===== config.mk =====
export PLATFORM = sky130hd
export DESIGN_NAME = conv2d_engine
export DESIGN_NICKNAME = d
export VERILOG_FILES = /design/src/rtl/conv2d_engine.sv
export SDC_FILE = /design/constraint.sdc
export NUM_CORES = 2
export LEC_CHECK = 0
export ABC_AREA = 1
export ABC_CLOCK_PERIOD_IN_PS = 12600
export CORE_MARGIN = 2
export CORE_UTILIZATION = 65
export CTS_CLUSTER_DIAMETER = 30
export DETAILED_ROUTE_END_ITERATION = 10
export DONT_BUFFER_PORTS = 1
export PLACE_DENSITY = 0.81
export SLEW_MARGIN = 20
export SYNTH_ARGS = -nofsm -noshare
export SYNTH_HDL_FRONTEND = slang
export SYNTH_SLANG_ARGS = --single-unit

===== constraint.sdc =====
create_clock -name clk -period 12.6 [get_ports clk]
set_clock_uncertainty 0.1 [all_clocks]
set_input_delay 0.63 -clock clk [delete_from_list [all_inputs] [get_ports clk]]
set_output_delay 0.63 -clock clk [all_outputs]
set_load 0.01 [all_outputs]

===== src/rtl/conv2d_engine.sv =====
// conv2d_engine
//   Parametrised 2-D convolution engine. On an accepted cmd_start the job
//   configuration is latched and checked. A valid job then streams one tap
//   address per cycle through a three-stage address / multiply / accumulate
//   pipeline and writes one saturated result per output pixel.
//
// Ports
//   clk, rst                 clock (rising edge), asynchronous active-high reset
//   cmd_start                start pulse, only sampled in IDLE
//   cfg_img_w, cfg_img_h     image size 1..255
//   cfg_kernel, cfg_stride   kernel size K (1..KMAX), stride S (0 means 1)
//   cfg_pad, cfg_knum        zero padding P=K/2 when set, kernel count (1..NKMAX)
//   ren, xaddr, xdata        input memory port (1-cycle read latency)
//   waddr, wdata             weight memory port (1-cycle read latency)
//   owen, oaddr, odata       feature map write port
//   cmd_busy, cmd_done       job status; cmd_done is a single-cycle pulse
//   cfg_err                  qualified by cmd_done; 1 = configuration rejected
module conv2d_engine #(
  parameter int DATA_W = 32,
  parameter int ACC_W  = 48,
  parameter int ADDR_W = 18,
  parameter int KMAX   = 7,
  parameter int NKMAX  = 8
) (
  input  logic                     clk,
  input  logic                     rst,
  input  logic                     cmd_start,
  input  logic [7:0]               cfg_img_w,
  input  logic [7:0]               cfg_img_h,
  input  logic [3:0]               cfg_kernel,
  input  logic [1:0]               cfg_stride,
  input  logic                     cfg_pad,
  input  logic [3:0]               cfg_knum,
  output logic                     ren,
  output logic [ADDR_W-1:0]        xaddr,
  input  logic signed [DATA_W-1:0] xdata,
  output logic [ADDR_W-1:0]        waddr,
  input  logic signed [DATA_W-1:0] wdata,
  output logic                     owen,
  output logic [ADDR_W-1:0]        oaddr,
  output logic signed [DATA_W-1:0] odata,
  output logic                     cmd_busy,
  output logic                     cmd_done,
  output logic                     cfg_err
);

  localparam logic [2:0] S_IDLE  = 3'd0;
  localparam logic [2:0] S_CHECK = 3'd1;
  localparam logic [2:0] S_RUN   = 3'd2;
  localparam logic [2:0] S_DRAIN = 3'd3;
  localparam logic [2:0] S_DONE  = 3'd4;

  localparam logic [3:0] KMAX_L  = 4'(KMAX);
  localparam logic [3:0] NKMAX_L = 4'(NKMAX);

  // Clamp the accumulator into the DATA_W signed range. No overflow when all
  // bits from the output sign bit upward agree.
  function automatic logic signed [DATA_W-1:0] sat_acc(input logic signed [ACC_W-1:0] a);
    logic [ACC_W-DATA_W:0] top;
    top = a[ACC_W-1:DATA_W-1];
    if (top == '0 || top == '1)
      return a[DATA_W-1:0];
    else if (a[ACC_W-1])
      return {1'b1, {(DATA_W-1){1'b0}}};
    else
      return {1'b0, {(DATA_W-1){1'b1}}};
  endfunction

  // Floor division by a stride of 1..3; constant divisors keep this cheap.
  function automatic logic [9:0] div_stride(input logic [9:0] v, input logic [1:0] s);
    case (s)
      2'd2:    return v >> 1;
      2'd3:    return v / 10'd3;
      default: return v;
    endcase
  endfunction

  logic [2:0]  state;
  logic [7:0]  img_w, img_h;
  logic [3:0]  ksz, knum;
  logic [1:0]  strd;
  logic        pad_en;
  logic        err_r;
  logic [9:0]  ow_r, oh_r;
  logic [3:0]  k_c, i_c, j_c;
  logic [9:0]  oy_c, ox_c;
  logic [1:0]  drain_c;

  logic [3:0]  pad_amt;
  logic [9:0]  span_w, span_h;
  logic        cfg_bad;
  logic [9:0]  ow_n, oh_n;

  assign pad_amt = pad_en ? {1'b0, ksz[3:1]} : 4'd0;
  assign span_w  = {2'b00, img_w} + {5'b0, pad_amt, 1'b0};
  assign span_h  = {2'b00, img_h} + {5'b0, pad_amt, 1'b0};
  assign cfg_bad = (ksz == 4'd0) || (ksz > KMAX_L) || (knum == 4'd0) || (knum > NKMAX_L) ||
                   ({6'b0, ksz} > span_w) || ({6'b0, ksz} > span_h);
  assign ow_n    = div_stride(span_w - {6'b0, ksz}, strd) + 10'd1;
  assign oh_n    = div_stride(span_h - {6'b0, ksz}, strd) + 10'd1;

  logic        run;
  logic [11:0] ry, cx, r_pos, c_pos;
  logic        row_ok, col_ok, in_b;
  logic        i_last, j_last, ox_last, oy_last, k_last;
  logic        first_p0, last_p0;
  logic [ADDR_W-1:0] map_sz, oaddr_p0;

  assign run    = (state == S_RUN);
  assign ry     = 12'(oy_c) * 12'(strd) + 12'(i_c);
  assign cx     = 12'(ox_c) * 12'(strd) + 12'(j_c);
  assign r_pos  = ry - 12'(pad_amt);
  assign c_pos  = cx - 12'(pad_amt);
  assign row_ok = (ry >= 12'(pad_amt)) && (r_pos < 12'(img_h));
  assign col_ok = (cx >= 12'(pad_amt)) && (c_pos < 12'(img_w));
  assign in_b   = run && row_ok && col_ok;

  assign i_last  = (i_c == ksz - 4'd1);
  assign j_last  = (j_c == ksz - 4'd1);
  assign ox_last = (ox_c == ow_r - 10'd1);
  assign oy_last = (oy_c == oh_r - 10'd1);
  assign k_last  = (k_c == knum - 4'd1);

  assign first_p0 = (i_c == 4'd0) && (j_c == 4'd0);
  assign last_p0  = i_last && j_last;

  assign map_sz   = ADDR_W'(oh_r) * ADDR_W'(ow_r);
  assign oaddr_p0 = ADDR_W'(k_c) * map_sz + ADDR_W'(oy_c) * ADDR_W'(ow_r) + ADDR_W'(ox_c);

  assign ren   = in_b;
  assign xaddr = in_b ? ADDR_W'(r_pos) * ADDR_W'(img_w) + ADDR_W'(c_pos) : '0;
  assign waddr = run ? ADDR_W'(k_c) * ADDR_W'(ksz) * ADDR_W'(ksz) + ADDR_W'(i_c) * ADDR_W'(ksz)
                       + ADDR_W'(j_c) : '0;

  // Control FSM and tap counters (loop order k, oy, ox, i, j).
  always_ff @(posedge clk or posedge rst) begin
    if (rst) begin
      state   <= S_IDLE;
      img_w   <= '0;
      img_h   <= '0;
      ksz     <= '0;
      knum    <= '0;
      strd    <= '0;
      pad_en  <= 1'b0;
      err_r   <= 1'b0;
      ow_r    <= '0;
      oh_r    <= '0;
      k_c     <= '0;
      i_c     <= '0;
      j_c     <= '0;
      oy_c    <= '0;
      ox_c    <= '0;
      drain_c <= '0;
    end else begin
      case (state)
        S_IDLE: begin
          if (cmd_start) begin
            img_w  <= cfg_img_w;
            img_h  <= cfg_img_h;
            ksz    <= cfg_kernel;
            knum   <= cfg_knum;
            strd   <= (cfg_stride == 2'd0) ? 2'd1 : cfg_stride;
            pad_en <= cfg_pad;
            err_r  <= 1'b0;
            state  <= S_CHECK;
          end
        end
        S_CHECK: begin
          ow_r  <= ow_n;
          oh_r  <= oh_n;
          err_r <= cfg_bad;
          k_c   <= '0;
          i_c   <= '0;
          j_c   <= '0;
          oy_c  <= '0;
          ox_c  <= '0;
          state <= cfg_bad ? S_DONE : S_RUN;
        end
        S_RUN: begin
          if (j_last) begin
            j_c <= '0;
            if (i_last) begin
              i_c <= '0;
              if (ox_last) begin
                ox_c <= '0;
                if (oy_last) begin
                  oy_c <= '0;
                  if (k_last) begin
                    k_c     <= '0;
                    drain_c <= '0;
                    state   <= S_DRAIN;
                  end else begin
                    k_c <= k_c + 4'd1;
                  end
                end else begin
                  oy_c <= oy_c + 10'd1;
                end
              end else begin
                ox_c <= ox_c + 10'd1;
              end
            end else begin
              i_c <= i_c + 4'd1;
            end
          end else begin
            j_c <= j_c + 4'd1;
          end
        end
        S_DRAIN: begin
          // Three cycles cover the pipeline depth behind the final tap.
          drain_c <= drain_c + 2'd1;
          if (drain_c == 2'd2) state <= S_DONE;
        end
        S_DONE:  state <= S_IDLE;
        default: state <= S_IDLE;
      endcase
    end
  end

  assign cmd_busy = (state != S_IDLE);
  assign cmd_done = (state == S_DONE);
  assign cfg_err  = (state == S_DONE) && err_r;

  logic                     vld_p1, inb_p1, first_p1, last_p1;
  logic                     vld_p2, first_p2, last_p2;
  logic                     vld_p3;
  logic [ADDR_W-1:0]        oaddr_p1, oaddr_p2, oaddr_p3;
  logic signed [ACC_W-1:0]  x_ext, w_ext, prod_p2, acc;

  assign x_ext = ACC_W'(xdata);
  assign w_ext = ACC_W'(wdata);

  // p0 -> p1: tap issued, memory read in flight
  // p1 -> p2: operands arrive, product registered (zero for padded taps)
  // p2 -> p3: accumulate; the first tap of an output reloads the accumulator
  always_ff @(posedge clk or posedge rst) begin
    if (rst) begin
      vld_p1   <= 1'b0;
      inb_p1   <= 1'b0;
      first_p1 <= 1'b0;
      last_p1  <= 1'b0;
      vld_p2   <= 1'b0;
      first_p2 <= 1'b0;
      last_p2  <= 1'b0;
      vld_p3   <= 1'b0;
      acc      <= '0;
    end else begin
      vld_p1   <= run;
      inb_p1   <= in_b;
      first_p1 <= first_p0;
      last_p1  <= last_p0;
      vld_p2   <= vld_p1;
      first_p2 <= first_p1;
      last_p2  <= last_p1;
      vld_p3   <= vld_p2 && last_p2;
      if (vld_p2) acc <= first_p2 ? prod_p2 : acc + prod_p2;
    end
  end

  always_ff @(posedge clk) begin
    oaddr_p1 <= oaddr_p0;
    oaddr_p2 <= oaddr_p1;
    oaddr_p3 <= oaddr_p2;
    prod_p2  <= inb_p1 ? x_ext * w_ext : '0;
  end

  // p3: write-back, data and address forced to zero when no write
  assign owen  = vld_p3;
  assign oaddr = vld_p3 ? oaddr_p3 : '0;
  assign odata = vld_p3 ? sat_acc(acc) : '0;

endmodule


==> metrics.cfg <==
[outcome]
outcome = finished clean

[worst_setup_path]
critPathArrivalTime_ns = 11.07
path_class = reg -> reg
crit_path_end_kind = flip-flop
cp_max_fo = 24
critPathLaunchType = flip-flop
crit_required_ns = 13.00
crit_slowest_cell = dfrtp_1
crit_top_cell = fa_1
slowest_delay_ns = 0.95

[clocking]
numCtsBuffers = 53
path_clk_slew_ns = 0.05
clock_latency_ns = 0.62
cts_num_sinks = 243
cts_buffer_depth = 3
cts_tree = yes
cts_max_level = 2
root_buffer = clkbuf_16

[finish]
areaGrowthSynthToFinish_pct = 3.844
fin_area_sq_mm = 0.06145
nFillCells = 7239
layout.nets = 9082
drive_gt1_share_pct = 3.473

[sta]
worst_pin_slew_ns = 1.051
hold_viol = 0
relSlewSlack_pct = 29.91
setup_tns_ns = 0
rsz0062_at_grt = false
period_share_pct = 84.71
period_needed_ns = 10.67
max_freq_ghz = 0.09369
slew_viol_final = 0
setup_viol = 0

[logic_synthesis]
synth-seq-cells = 243
synth_edf_count = 0
netlist_area_sq_mm = 0.05918
ys_warn_count = 0
synth_cell_type_count = 61
yosysSeqAreaShare_pct = 9.413
syn_avg_cell_area_sq_um = 7.793
async_flop_share_pct = 58.02
synth-main-ff-cell = dfrtp_1
synthCells = 7594

[flow_run]
maxCapViolations = 0

[die]
die_y_microns = 305.7
fp.dieW_microns = 305.7
dieArea_sq_mm = 0.09347
io_pins = 185
core_sq_mm = 0.09015
num_rows = 110
start_util_pct = 65.65

[drt]
drtIter0Drc = 3404
drc_errors = 0
drtPass1Iterations = 8
vias = 47900
route.antenna.remaining_nets = 0
post_drt_wl_per_cell_microns = 17.79
via_per_inst = 5.584
drt-total-wl_microns = 152600

[placed_design]
io_buffer_count = 0
place_area_sq_mm = 0.05960
gp_congestion = 0.9320
dp_hpwl_microns = 121100

[worst_hold_path]
hold_path.class = in -> reg

[grt]
grt_use_total_pct = 34.37
antenna_found_initial = 0
grt_overflow = 0
grt_start_max_net_pins = 74
grt_pass1_wl_microns = 256900
grt_pass1_vias = 50850

## sequential cells by signal, indices dropped and copies added, names as in the netlist, 8 cells and up
name	cells
oaddr_p3	18
img_w	8
oy_c	10
oaddr_p2	18
acc	48
oh_r	10
img_h	8
prod_p2	48
ow_r	10
oaddr_p1	18
ox_c	10
## cells in the final DEF (no fill, tap or decap), types with 102 or more instances in the layout
master | Yosys | routed
dfrtp_1 | 141 | 140
nor2_1 | 283 | 282
dfxtp_1 | 102 | 102
nand2_1 | 1869 | 1868
a21oi_1 | 283 | 283
fa_1 | 1146 | 1146
nand3_1 | 139 | 139
o21ai_0 | 188 | 188
inv_1 | 2020 | 2019
xor2_1 | 127 | 127
ha_1 | 486 | 486
## synth_stat cells, types with 37 or more instances
library cell | instances | share of area (%)
nor2_1 | 283 | 1.8
clkbuf_1 | 284 | 1.8
o21ai_0 | 188 | 1.6
nand3_1 | 139 | 1.2
nand4_1 | 37 | 0.39
fa_1 | 1146 | 39
xnor2_1 | 82 | 1.2
ha_1 | 486 | 10
nand2_1 | 1869 | 12
dfxtp_1 | 102 | 3.5
a21oi_1 | 283 | 2.4
xor2_1 | 127 | 1.9
dfrtp_1 | 141 | 6.0
inv_1 | 2020 | 13
## logic make-up (layout without fill, tap and decap cells)
kind of cell | after synthesis | in the layout | synth area share [%]
adder cells (fa/ha/maj) | 1632 | 1632 | 49.04
AO/OA/AOI/OAI | 638 | 638 | 6.013
flip-flops | 243 | 243 | 9.413
buffers and inverters | 2362 | 2164 | 15.05
AND/OR/NAND/NOR | 2509 | 2509 | 17.38
other | 1 | 6 | 0.006337
XOR/XNOR | 209 | 209 | 3.093
## cell type report
| type | instances | area, sq um | share of cell area, % |
|---|---|---|---|
| inverter | 2043 | 7674 | 12.49 |
| clock buffer | 61 | 1429 | 2.325 |
| clock inverter | 38 | 410.4 | 0.6678 |
| tap | 1176 | 1471 | 2.394 |
| multi-input combinational | 4993 | 44730 | 72.78 |
| sequential | 243 | 5572 | 9.066 |
| antenna | 1 | 2.502 | 0.004072 |
| timing repair buffer | 22 | 167.7 | 0.2728 |
## repair_timing
action                    in CTS  in global routing
setup buffers                  0                  0
hold buffers                   1                  0
gates resized for setup        0                  0
hold endpoints to repair      69                  0
## metal layers
| layer | GRT usage, % | up-vias | routed length [microns] |
|---|---|---|---|
| met5 | 0 | - | 0 |
| li1 | - | 21630 | - |
| met1 | 42.13 | 23530 | 56150 |
| met2 | 59.29 | 2229 | 75400 |
| met4 | 14.25 | 0 | 7076 |
| met3 | 6.988 | 510 | 13960 |
## worst max-delay path: cells and delay by family (launching register included)
kind	cells	cell delay [ns]
adders and majority gates	13	5.63
AOI/OAI and AO/OA	11	2.16
DFF	1	0.95
xor gates and xnor gates	4	0.85
and+or+nand+nor	5	0.48
buffers and inverters	7	0.41
## final timing paths
check                            startpoint           end  slack, ns  cells past startpoint
worst max-delay path                ow_r[3]  oaddr_p1[17]       1.93                     40
worst min-delay path            cfg_knum[3]       knum[3]       0.04                      2
worst max register to register      ow_r[3]  oaddr_p1[17]       1.93                     40
worst min register to register  oaddr_p2[8]   oaddr_p3[8]       0.22                      0
max in group asynchronous               rst      state[0]      10.31                      3
min in group asynchronous               rst        acc[4]       0.52                      2
## per-stage QoR
step,utilization [%],worst slack (ns),cells,hold WS (ns)
2_1_floorplan,-,2.967,7598,0.2096
3_3_place_gp,66.11,2.230,8476,0.2118
3_5_place_dp,66.11,2.065,8476,0.2121
4_1_cts,68.16,1.974,8576,0.01716
5_1_grt,68.17,1.208,8576,0.02893
6_report,68.17,1.927,8577,0.03891
Power is left out: the tool's default activity adds up to more than one toggle a clock period on the data nets, which glitch-free logic cannot reach.
